[config.mk]
export PLATFORM = sky130hd
export DESIGN_NAME = uart_tx_arbiter
export DESIGN_NICKNAME = d
export VERILOG_FILES = /design/src/rtl/uart_arb_pkg.sv /design/src/rtl/uart_arb_rr_pick.sv /design/src/rtl/uart_tx_arbiter.sv
export SDC_FILE = /design/constraint.sdc
export NUM_CORES = 1
export LEC_CHECK = 0
export CORE_MARGIN = 2
export CORE_UTILIZATION = 45
export CTS_BUF_LIST = sky130_fd_sc_hd__clkbuf_8
export DETAILED_ROUTE_END_ITERATION = 8
export GPL_ROUTABILITY_DRIVEN = 0
export GPL_TIMING_DRIVEN = 0
export HOLD_SLACK_MARGIN = 0.05
export PLACE_DENSITY = 0.88
export SLEW_MARGIN = 20
export SYNTH_ARGS = -nofsm -noshare
export SYNTH_HDL_FRONTEND = slang
export SYNTH_SLANG_ARGS = --single-unit
[constraint.sdc]
create_clock -name clk -period 3.2 [get_ports clk]
set_clock_uncertainty 0.2 [all_clocks]
set_input_delay 0.96 -clock clk [delete_from_list [all_inputs] [get_ports clk]]
set_output_delay 0.96 -clock clk [all_outputs]
set_load 0.1 [all_outputs]
[src/rtl/uart_arb_pkg.sv]
// uart_arb_pkg
// Shared definitions for the UART transmit arbiter:
//   - FSM state encoding (UART_ARB_IDLE / SEND / HOLD) and state bus width
//   - requester count, requester index width and counter widths
//   - fixed requester IDs (CPU bus slave, debug monitor, boot loader, spare)
//   - onehot_to_idx helper used to turn a one-hot grant into an index
package uart_arb_pkg;

  localparam int UART_ARB_REQ_NUM = 4;
  localparam int UART_ARB_IDX_W   = 2;
  localparam int UART_ARB_STATE_W = 2;
  localparam int UART_ARB_CNT_W   = 8;
  localparam int UART_ARB_STAT_W  = 16;

  localparam logic [UART_ARB_IDX_W-1:0] UART_ARB_ID_CPU   = 2'd0;
  localparam logic [UART_ARB_IDX_W-1:0] UART_ARB_ID_DBG   = 2'd1;
  localparam logic [UART_ARB_IDX_W-1:0] UART_ARB_ID_BOOT  = 2'd2;
  localparam logic [UART_ARB_IDX_W-1:0] UART_ARB_ID_SPARE = 2'd3;

  typedef enum logic [UART_ARB_STATE_W-1:0] {
    UART_ARB_IDLE = 2'd0,
    UART_ARB_SEND = 2'd1,
    UART_ARB_HOLD = 2'd2
  } uart_arb_state_e;

  // Index of the set bit of a one-hot vector (0 when the vector is empty).
  function automatic logic [UART_ARB_IDX_W-1:0] onehot_to_idx(
    input logic [UART_ARB_REQ_NUM-1:0] oh
  );
    logic [UART_ARB_IDX_W-1:0] idx;
    idx = '0;
    for (int i = 0; i < UART_ARB_REQ_NUM; i++) begin
      if (oh[i]) idx = UART_ARB_IDX_W'(i);
    end
    return idx;
  endfunction

endpackage

[src/rtl/uart_arb_rr_pick.sv]
// uart_arb_rr_pick
// Combinational round-robin picker. Scans the request vector starting at
// rr_ptr_i and wrapping around; the first set request wins.
// Ports:
//   req_i     [3:0]  pending requests
//   rr_ptr_i  [1:0]  highest-priority requester for this pick
//   winner_o  [3:0]  one-hot winner (0 when no request)
//   valid_o          at least one request is pending
module uart_arb_rr_pick
  import uart_arb_pkg::*;
(
  input  logic [UART_ARB_REQ_NUM-1:0] req_i,
  input  logic [UART_ARB_IDX_W-1:0]   rr_ptr_i,
  output logic [UART_ARB_REQ_NUM-1:0] winner_o,
  output logic                        valid_o
);

  logic [UART_ARB_IDX_W-1:0] idx;

  always_comb begin
    winner_o = '0;
    valid_o  = 1'b0;
    idx      = '0;
    for (int i = 0; i < UART_ARB_REQ_NUM; i++) begin
      // Index arithmetic wraps naturally because REQ_NUM is a power of two.
      idx = rr_ptr_i + UART_ARB_IDX_W'(i);
      if (!valid_o && req_i[idx]) begin
        winner_o[idx] = 1'b1;
        valid_o       = 1'b1;
      end
    end
  end

endmodule

[src/rtl/uart_tx_arbiter.sv]
// uart_tx_arbiter
// Shares one uart_tx between four byte sources. Round-robin at byte
// granularity; a requester holding lock keeps ownership across bytes so
// multi-byte messages are not interleaved. Ownership is force-released after
// MAX_BURST bytes or after HOLD_TIMEOUT idle cycles in HOLD.
//
// Handshake: requester i raises req[i] with its byte on data[8i+7:8i] and
// holds both until ack[i] pulses for one cycle; the byte is transferred in
// that cycle. After ack it either drops req[i] or presents the next byte
// before the following tx_end. tx_start pulses with ack and tx_data stays
// stable until the next tx_start; tx_end closes the byte in flight.
//
// Ports:
//   clk, reset          clock, asynchronous active-high reset
//   req, lock   [3:0]   per-requester request / keep-ownership
//   data        [31:0]  per-requester byte, requester i at [8i+7:8i]
//   ack, gnt    [3:0]   accept pulse / one-hot current owner
//   tx_start, tx_data   start pulse and byte to uart_tx
//   tx_busy, tx_end     uart_tx status and completion pulse
//   stat_cnt, stat_to   byte counters / timeout flags (UART_ARB_STAT_EN only)
//   dbg_state, dbg_rr_ptr  FSM state and round-robin pointer for observation
//
// Build option: define UART_ARB_STAT_EN to add the statistics outputs.
module uart_tx_arbiter
  import uart_arb_pkg::*;
#(
  parameter int REQ_NUM      = UART_ARB_REQ_NUM,
  parameter int MAX_BURST    = 16,
  parameter int HOLD_TIMEOUT = 64
) (
  input  logic                        clk,
  input  logic                        reset,
  input  logic [REQ_NUM-1:0]          req,
  input  logic [REQ_NUM-1:0]          lock,
  input  logic [8*REQ_NUM-1:0]        data,
  output logic [REQ_NUM-1:0]          ack,
  output logic [REQ_NUM-1:0]          gnt,
  output logic                        tx_start,
  output logic [7:0]                  tx_data,
  input  logic                        tx_busy,
  input  logic                        tx_end,
`ifdef UART_ARB_STAT_EN
  output logic [16*REQ_NUM-1:0]       stat_cnt,
  output logic [REQ_NUM-1:0]          stat_to,
`endif
  output logic [UART_ARB_STATE_W-1:0] dbg_state,
  output logic [UART_ARB_IDX_W-1:0]   dbg_rr_ptr
);

  uart_arb_state_e             state_q, state_d;
  logic [UART_ARB_IDX_W-1:0]   owner_q, owner_d;
  logic [UART_ARB_IDX_W-1:0]   rr_ptr_q, rr_ptr_d;
  logic [UART_ARB_CNT_W-1:0]   burst_cnt_q, burst_cnt_d;
  logic [UART_ARB_CNT_W-1:0]   hold_timer_q, hold_timer_d;
  logic [REQ_NUM-1:0]          gnt_q, gnt_d;
  logic [REQ_NUM-1:0]          ack_q, ack_d;
  logic                        tx_start_q, tx_start_d;
  logic [7:0]                  tx_data_q, tx_data_d;

  logic [REQ_NUM-1:0]          pick_oh;
  logic                        pick_valid;
  logic [UART_ARB_IDX_W-1:0]   pick_idx;

  uart_arb_rr_pick u_pick (
    .req_i    (req),
    .rr_ptr_i (rr_ptr_q),
    .winner_o (pick_oh),
    .valid_o  (pick_valid)
  );

  assign pick_idx = onehot_to_idx(pick_oh);

  // Decoded events. Only the owner's req/lock matter outside IDLE.
  logic below_cap, hold_expired;
  logic grant_idle, grant_hold, enter_hold, release_send, release_hold;
  logic timeout_rel;

  assign below_cap    = burst_cnt_q < UART_ARB_CNT_W'(MAX_BURST - 1);
  assign hold_expired = hold_timer_q == UART_ARB_CNT_W'(HOLD_TIMEOUT - 1);

  assign grant_idle   = (state_q == UART_ARB_IDLE) && pick_valid && !tx_busy;
  assign grant_hold   = (state_q == UART_ARB_HOLD) && req[owner_q];
  assign enter_hold   = (state_q == UART_ARB_SEND) && tx_end && lock[owner_q] && below_cap;
  assign release_send = (state_q == UART_ARB_SEND) && tx_end && !(lock[owner_q] && below_cap);
  assign release_hold = (state_q == UART_ARB_HOLD) && !req[owner_q]
                        && (!lock[owner_q] || hold_expired);
  // Release caused purely by the hold timer (owner still wanted the lock).
  assign timeout_rel  = (state_q == UART_ARB_HOLD) && !req[owner_q]
                        && lock[owner_q] && hold_expired;

  // State register (plus all registered datapath and outputs).
  always_ff @(posedge clk or posedge reset) begin
    if (reset) begin
      state_q      <= UART_ARB_IDLE;
      owner_q      <= '0;
      rr_ptr_q     <= '0;
      burst_cnt_q  <= '0;
      hold_timer_q <= '0;
      gnt_q        <= '0;
      ack_q        <= '0;
      tx_start_q   <= 1'b0;
      tx_data_q    <= 8'h00;
    end else begin
      state_q      <= state_d;
      owner_q      <= owner_d;
      rr_ptr_q     <= rr_ptr_d;
      burst_cnt_q  <= burst_cnt_d;
      hold_timer_q <= hold_timer_d;
      gnt_q        <= gnt_d;
      ack_q        <= ack_d;
      tx_start_q   <= tx_start_d;
      tx_data_q    <= tx_data_d;
    end
  end

  // Next-state logic.
  always_comb begin
    state_d = state_q;
    case (state_q)
      UART_ARB_IDLE: if (grant_idle) state_d = UART_ARB_SEND;
      UART_ARB_SEND: begin
        if (enter_hold)        state_d = UART_ARB_HOLD;
        else if (release_send) state_d = UART_ARB_IDLE;
      end
      UART_ARB_HOLD: begin
        if (grant_hold)        state_d = UART_ARB_SEND;
        else if (release_hold) state_d = UART_ARB_IDLE;
      end
      default:                 state_d = UART_ARB_IDLE;
    endcase
  end

  // Output / datapath logic. ack and tx_start are pulses, so they default low.
  always_comb begin
    owner_d      = owner_q;
    rr_ptr_d     = rr_ptr_q;
    burst_cnt_d  = burst_cnt_q;
    hold_timer_d = hold_timer_q;
    gnt_d        = gnt_q;
    ack_d        = '0;
    tx_start_d   = 1'b0;
    tx_data_d    = tx_data_q;
    if (grant_idle) begin
      owner_d     = pick_idx;
      gnt_d       = pick_oh;
      ack_d       = pick_oh;
      tx_start_d  = 1'b1;
      tx_data_d   = data[{pick_idx, 3'b000} +: 8];
      burst_cnt_d = '0;
    end else if (grant_hold) begin
      ack_d       = gnt_q;
      tx_start_d  = 1'b1;
      tx_data_d   = data[{owner_q, 3'b000} +: 8];
      burst_cnt_d = burst_cnt_q + 8'd1;
    end else if (enter_hold) begin
      hold_timer_d = '0;
    end else if (release_send || release_hold) begin
      gnt_d    = '0;
      rr_ptr_d = owner_q + 1'b1;
    end else if (state_q == UART_ARB_HOLD) begin
      hold_timer_d = hold_timer_q + 8'd1;
    end
  end

  assign ack        = ack_q;
  assign gnt        = gnt_q;
  assign tx_start   = tx_start_q;
  assign tx_data    = tx_data_q;
  assign dbg_state  = state_q;
  assign dbg_rr_ptr = rr_ptr_q;

`ifdef UART_ARB_STAT_EN
  logic [REQ_NUM-1:0][UART_ARB_STAT_W-1:0] stat_cnt_q;
  logic [REQ_NUM-1:0]                      stat_to_q;

  // Counters saturate at all-ones; timeout flags are sticky until reset.
  always_ff @(posedge clk or posedge reset) begin
    if (reset) begin
      stat_cnt_q <= '0;
      stat_to_q  <= '0;
    end else begin
      for (int i = 0; i < REQ_NUM; i++) begin
        if (ack_d[i] && (stat_cnt_q[i] != 16'hFFFF)) begin
          stat_cnt_q[i] <= stat_cnt_q[i] + 16'd1;
        end
      end
      if (timeout_rel) stat_to_q[owner_q] <= 1'b1;
    end
  end

  assign stat_cnt = stat_cnt_q;
  assign stat_to  = stat_to_q;
`else
  // Timeout decode only feeds the statistics block.
  logic unused_timeout_rel;
  assign unused_timeout_rel = timeout_rel;
`endif

endmodule

==> Word-level counts from Yosys, hierarchy flattened <==
Index checks and enable logic that the tools add are counted.
{ "classes": {"bitwise_logic": 6, "n_reduce_logical": 34, "magnitude_cmp": 10, "n_addsub": 6, "n_eq_ne": 9, "mux": 52, "shift": 2} }
{ "ops": {"columns": ["op", "count"], "rows": [
  ["$shiftx 32x6->8", 2],
  ["$mux 8", 7],
  ["$mux 4", 10],
  ["$logic_and 1x1->1", 17],
  ["$mux 1", 17],
  ["$add 8x1->8 const B", 2],
  ["$lt 2x3->1 const B", 5],
  ["$mux 2", 7],
  ["$bmux 1 s2", 6],
  ["$or 4x4->4", 3],
  ["$demux 1 s2", 4],
  ["$eq 8x6->1 const B", 1],
  ["$ge 2x1->1 const B", 4],
  ["$lt 8x4->1 const B", 1],
  ["$ne 2x2->1 const B", 4],
  ["$reduce_and 4->1", 2],
  ["$logic_not 1->1", 7],
  ["$ne 3x3->1 const B", 2],
  ["$pmux 2 s3", 1],
  ["$reduce_and 3->1", 2],
  ["$reduce_bool 2->1", 3],
  ["$add 2x1->2 const B", 2],
  ["$add 2x2->2 const B", 2],
  ["$not 1->1", 3],
  ["other kinds (4)", 5]
]} }
{ "totals": {"word_cells": 128, "ff_bits": 39, "output_inout_bits": 21, "in_bits": 44} }

==> Logic depth before layout (Yosys ltp) <==
{ "logic_depth": {"depth_word": 17, "depth_mapped": 12, "depth_no_buf": 9} }

==> Cells and area by module <==
From an unflattened synthesis, not the netlist that was laid out.
{ "unflattened": {"cells_unflattened": 247, "area_unflattened_um2": 2504.9} }
{ "modules_own_cells": {"columns": ["mod", "cells_per_inst", "area_per_inst_um2", "seq_area_each_um2", "instances"], "rows": [
  ["uart_tx_arbiter", 185, 2010.7, 975.9, 1],
  ["uart_arb_rr_pick", 62, 494.2, 0.0, 1]
]} }

==> Least setup slack after synthesis <==
No wires, ideal clock.
{ "synth_timing": {"path_kind": "reg-to-reg", "startpoint": "register rr_ptr_q[1], in the netlist dbg_rr_ptr[1]", "endpoint": "register tx_data_q[1], in the netlist tx_data[1]", "setup_ns": 0.145, "required_time_ns": 2.855, "path_slack_ns": -0.639, "path_buffers": 2, "path_stages_with_launch": 12, "synth_period_minus_slack_ns": 3.839, "arrival_ns": 3.493, "path_cell_list": "dfrtp_1 -> inv_1 -> ha_1 -> mux4_2 -> or3b_1 -> a21oi_2 -> o211ai_2 -> a41o_1 -> buf_6 -> buf_8 -> a221oi_1 -> a211oi_1"} }
{ "synth_via": {"elab_chain_cells": 17, "elab_cells_between_ends": 56, "cone_classes": "3 x add/sub; 8 x order compare; 1 x shift; 28 x mux; 3 x bitwise; 13 x reduce/logical"} }
{ "synth_rtl": {"columns": ["element", "line", "source"], "rows": [
  ["from (decl)", "uart_tx_arbiter.sv:52", "logic [UART_ARB_IDX_W-1:0] rr_ptr_q, rr_ptr_d;"],
  ["from (signal assigned)", "uart_tx_arbiter.sv:106", "rr_ptr_q <= rr_ptr_d;"],
  ["branches (longest 17 deep; another with $lt 2x3->1)", null, null],
  ["to (signal assigned)", "uart_tx_arbiter.sv:112", "tx_data_q <= tx_data_d;"],
  ["to (decl)", "uart_tx_arbiter.sv:58", "logic [7:0] tx_data_q, tx_data_d;"]
]} }
Several ways; the timed one is not identified. The select of a mux whose other input is x is not followed.
A chain may end at the register's enable or synchronous reset.

==> Final worst setup path <==
{ "layout_timing": {"startpoint": "input port req[2]", "endpoint": "register tx_data_q[2], in the netlist tx_data[2]"} }
{ "layout_via": {"elab_chain_cells": 17, "elab_cells_between_ends": 36, "cone_classes": "1 x shift; 22 x mux; 3 x bitwise; 10 x reduce/logical"} }
{ "layout_rtl": {"columns": ["element", "line", "source"], "rows": [
  ["from (decl)", "uart_tx_arbiter.sv:33", "input logic [REQ_NUM-1:0] req,"],
  ["$bmux 1 s2", "uart_arb_rr_pick.sv:27", "if (!valid_o && req_i[idx]) begin"],
  ["$mux 1 (implied by the code)", "uart_arb_rr_pick.sv:27", null],
  ["$mux 1", "uart_arb_rr_pick.sv:27", null],
  ["$logic_not 1->1", "uart_arb_rr_pick.sv:27", null],
  ["$logic_and 1x1->1", "uart_arb_rr_pick.sv:27", null],
  ["$mux 1", "uart_arb_rr_pick.sv:27", null],
  ["$logic_not 1->1", "uart_arb_rr_pick.sv:27", null],
  ["$logic_and 1x1->1", "uart_arb_rr_pick.sv:27", null],
  ["$mux 1", "uart_arb_rr_pick.sv:27", null],
  ["$logic_not 1->1", "uart_arb_rr_pick.sv:27", null],
  ["$logic_and 1x1->1", "uart_arb_rr_pick.sv:27", null],
  ["$mux 4", "uart_arb_rr_pick.sv:27", null],
  ["$mux 1", "uart_arb_pkg.sv:33", "if (oh[i]) idx = UART_ARB_IDX_W'(i);"],
  ["$mux 2 (2 in a row)", "uart_arb_pkg.sv:33", null],
  ["$shiftx 32x6->8", "uart_tx_arbiter.sv:148", "tx_data_d = data[{pick_idx, 3'b000} +: 8];"],
  ["$mux 8", "uart_tx_arbiter.sv:143", "if (grant_idle) begin"]
]} }
Parallel ways exist; a longest one is shown, timed or not. The select of a mux whose other input is x is not followed.

==> impl_results.md <==
* DRC errors left at 0
* Power density over cell area at 1130 nW/um^2
* Seq. cell area at just under 1000 sq um
* Crit-path max FO at 8
* Hold_buf cts at 0
* Mapped Area at 2430 sq um
* Die ar. at 6000 sq um
* Worst Setup EP: tx_data[2]
* Crit path required time at 3.20 ns
* Cell area after layout at around 3500 sq um
* HPWL after DPL at 4.59 mm
* Total Routing Usage GR at 0.223
* Starting Density at 0.470
* Setup crit start kind: input pin
* Final Max Tran Viols at 0
* Peak Freq at 0.315 GHz
* Crit path DAT at 3.18 ns
* Mean Syn Cell Area at 9.87 sq um
* Number of global-route vias before repair at 2303
* Reg2Reg Depth at 12
* Most frequent cells in the layout: 58 x clkdlybuf4s50_1, 37 x dfrtp_1, 24 x nor2_1
* Detail Route Antenna Nets at 0
* Crit. End Element: flop
* Critical Path Source: req[2]
* Final period util at 0.993
* Ys async rst share at 1.00
* Via density at 5.78
* Worst setup path class: input pin to flop
* TritonCTS clock tree: yes
* Clock root cell: clkbuf_8
* Commonest non-fill, non-tap cell in the layout: clkdlybuf4s50_1
* Max-slew headroom at 0.324
* Chip width at 77.5 um
* Worst R2R Start: dbg_rr_ptr[0]
* Final hold vios at 0
* Tmin final at 3.18 ns
* Fillcell total at 382
* Post-DP Area at 3210 sq um
* Worst-path clk slew at approximately 0.08 ns
* Largest net degree at the start of global routing at 26
* DR pass1 iterations at 4
* Port bufs at between 60 and 70
* Initial antenna violation count at 0
* Syn nets at 299
* Io pins at 65
* First-pass GRT wire length at 10.6 mm
* Number of diodes at 0
* CTS buffer count at 5
* Avg WL per Cell at 16.2 um
* Final WL at 6.40 mm
* Nets@finish at 377
* Main synth FF type: dfrtp_1
* MaxCap Viol Count at 0
* CTS Sinks at 39
* # setup viols final at 0
* RSZ-0062 raised after global routing: true
* Slew at the pin closest to its max-slew limit at between 1 and 1.5 ns
* Tightest Hold Check Type: flop to flop
* Outcome: completed
* Yosys Warn Count at 0
* Seq cells post-synth at 39
* FF-to-FF End: tx_data[2]
* Final Total Pwr at about 4 mW
* EDFF count, synth at 0
* Yosys cell types at 47
* Iteration-0 DRC Markers at 155
* Clk_lat worst skew at approximately 0.30 ns
* Max Root-Sink Buffers at 2
* H-tree depth at 2
* Multi-input logic area at 1500 sq um
* Area growth syn-to-layout at 45.4%
* Total core area at 5170 sq um
* Die Span Y at ~77 um
* R2r setup slk at 0.05 ns
* Core Rows at 26
* Layout cell share with drive strength beyond 1 at 0.170
* Leakage at 1.55 nW
* Peak supply drop at 0.613 mV
* Overflow after GRT at 0
* Vias at 2278
* Mapped Cells at 246
* Seq/Total Area, Yosys at 0.402
-- through the flow --
| step | hold slack, ns | std cells | worst slack [ns] | TNS [ns] | utilization |
|---|---|---|---|---|---|
| final | 0.316 | 394 | 0.0212 | 0 | 0.683 |
| after global routing | 0.350 | 394 | -0.0240 | -0.0240 | 0.683 |
| after CTS | 0.320 | 393 | -0.00343 | -0.00590 | 0.669 |
| after detailed placement | 0.302 | 381 | -0.920 | -13.06 | 0.621 |
| after global placement | 0.292 | 380 | -0.864 | -11.44 | 0.616 |
| after floorplan | 0.280 | 246 | -0.0965 | -0.696 | - |
-- how the worst min path moves through the flow --
| stage | from | end | slack (ns) | depth (start not counted) |
|---|---|---|---|---|
| after floorplan | burst_cnt_q[0] | burst_cnt_q[0] | 0.28 | 1 |
| after global placement | gnt[0] | gnt[0] | 0.29 | 1 |
| after detailed placement | gnt[2] | ack[2] | 0.30 | 1 |
| after CTS | gnt[2] | gnt[2] | 0.32 | 1 |
| after global routing | gnt[1] | gnt[1] | 0.35 | 1 |
| final | gnt[0] | gnt[0] | 0.32 | 1 |
-- cells by family after synthesis --
| family | count (synthesis) | synth area share |
|---|---|---|
| AND/OR/NAND/NOR | 91 | 0.181 |
| flip-flops | 39 | 0.402 |
| multiplexers | 17 | 0.106 |
| adder cells (fa/ha/maj) | 9 | 0.0464 |
| AO/OA/AOI/OAI | 58 | 0.181 |
| XOR/XNOR | 11 | 0.0397 |
| buffers and inverters | 21 | 0.0438 |
-- cell usage after synthesis, drive strengths merged (2+ instances only) --
library cell | instances | share of area
inv | 13 | 0.020
buf | 4 | 0.018
o211ai | 2 | 0.0082
mux2i | 10 | 0.041
nor2 | 24 | 0.037
and2 | 2 | 0.0052
nand3 | 13 | 0.027
a21o | 8 | 0.025
a21oi | 8 | 0.018
clkbuf | 4 | 0.0062
nand4 | 3 | 0.0077
o21ai | 8 | 0.016
a22o | 4 | 0.014
nor2b | 10 | 0.026
nor4 | 4 | 0.010
mux4 | 6 | 0.059
nor3 | 6 | 0.012
o21a | 2 | 0.0062
nand2 | 22 | 0.034
xnor2 | 4 | 0.014
a211oi | 9 | 0.028
o22ai | 2 | 0.011
xor2 | 7 | 0.025
dfrtp | 39 | 0.40
a221oi | 7 | 0.025
ha | 9 | 0.046
nor3b | 3 | 0.0093
-- cell type report --
class,count,area share
Buffer,7,0.0152
Clock buffer,6,0.0234
Clock inverter,1,0.00142
Inverter,13,0.0145
Multi-Input combinational cell,186,0.424
Sequential cell,39,0.279
Tap cell,70,0.0248
Timing Repair Buffer,72,0.218
-- routing by layer --
metal,track usage,wire length [um],up-vias
li1,-,-,1059
met1,0.277,2600,1096
met2,0.366,3180,101
met3,0.0593,430,22
met4,0.0982,197,0
met5,0,0,-
-- sequential cells by signal, summed over array words and instances, names as in the netlist, 2 cells and up --
signal / cells
burst_cnt_q: 8
tx_data: 8
owner_q: 2
dbg_rr_ptr: 2
hold_timer_q: 8
dbg_state: 2
gnt: 4
ack: 4
-- power breakdown --
group	internal, mW	total (mW)	switching [mW]
Clock	0.169	0.337	0.168
Combinational	1.00	2.85	1.85
Sequential	0.667	0.803	0.136
Total	1.84	3.99	2.15
-- worst max-delay path, stage by stage --
cell      delay, ns
buf_8          0.11
mux4_2         0.52
or3b_4         0.41
a21oi_4        0.15
o211ai_2       0.12
a41o_1         0.23
buf_6          0.15
buf_16         0.14
mux2i_1        0.14
a211oi_2       0.26
-- repair_timing --
action                     4_1_cts  5_1_grt
buffers inserted                 4        2
resized for setup               42       10
cloned                           1        0
pin swaps                       12        5
setup endpoints to repair       16       14
Power figures use the tool's default switching activity.
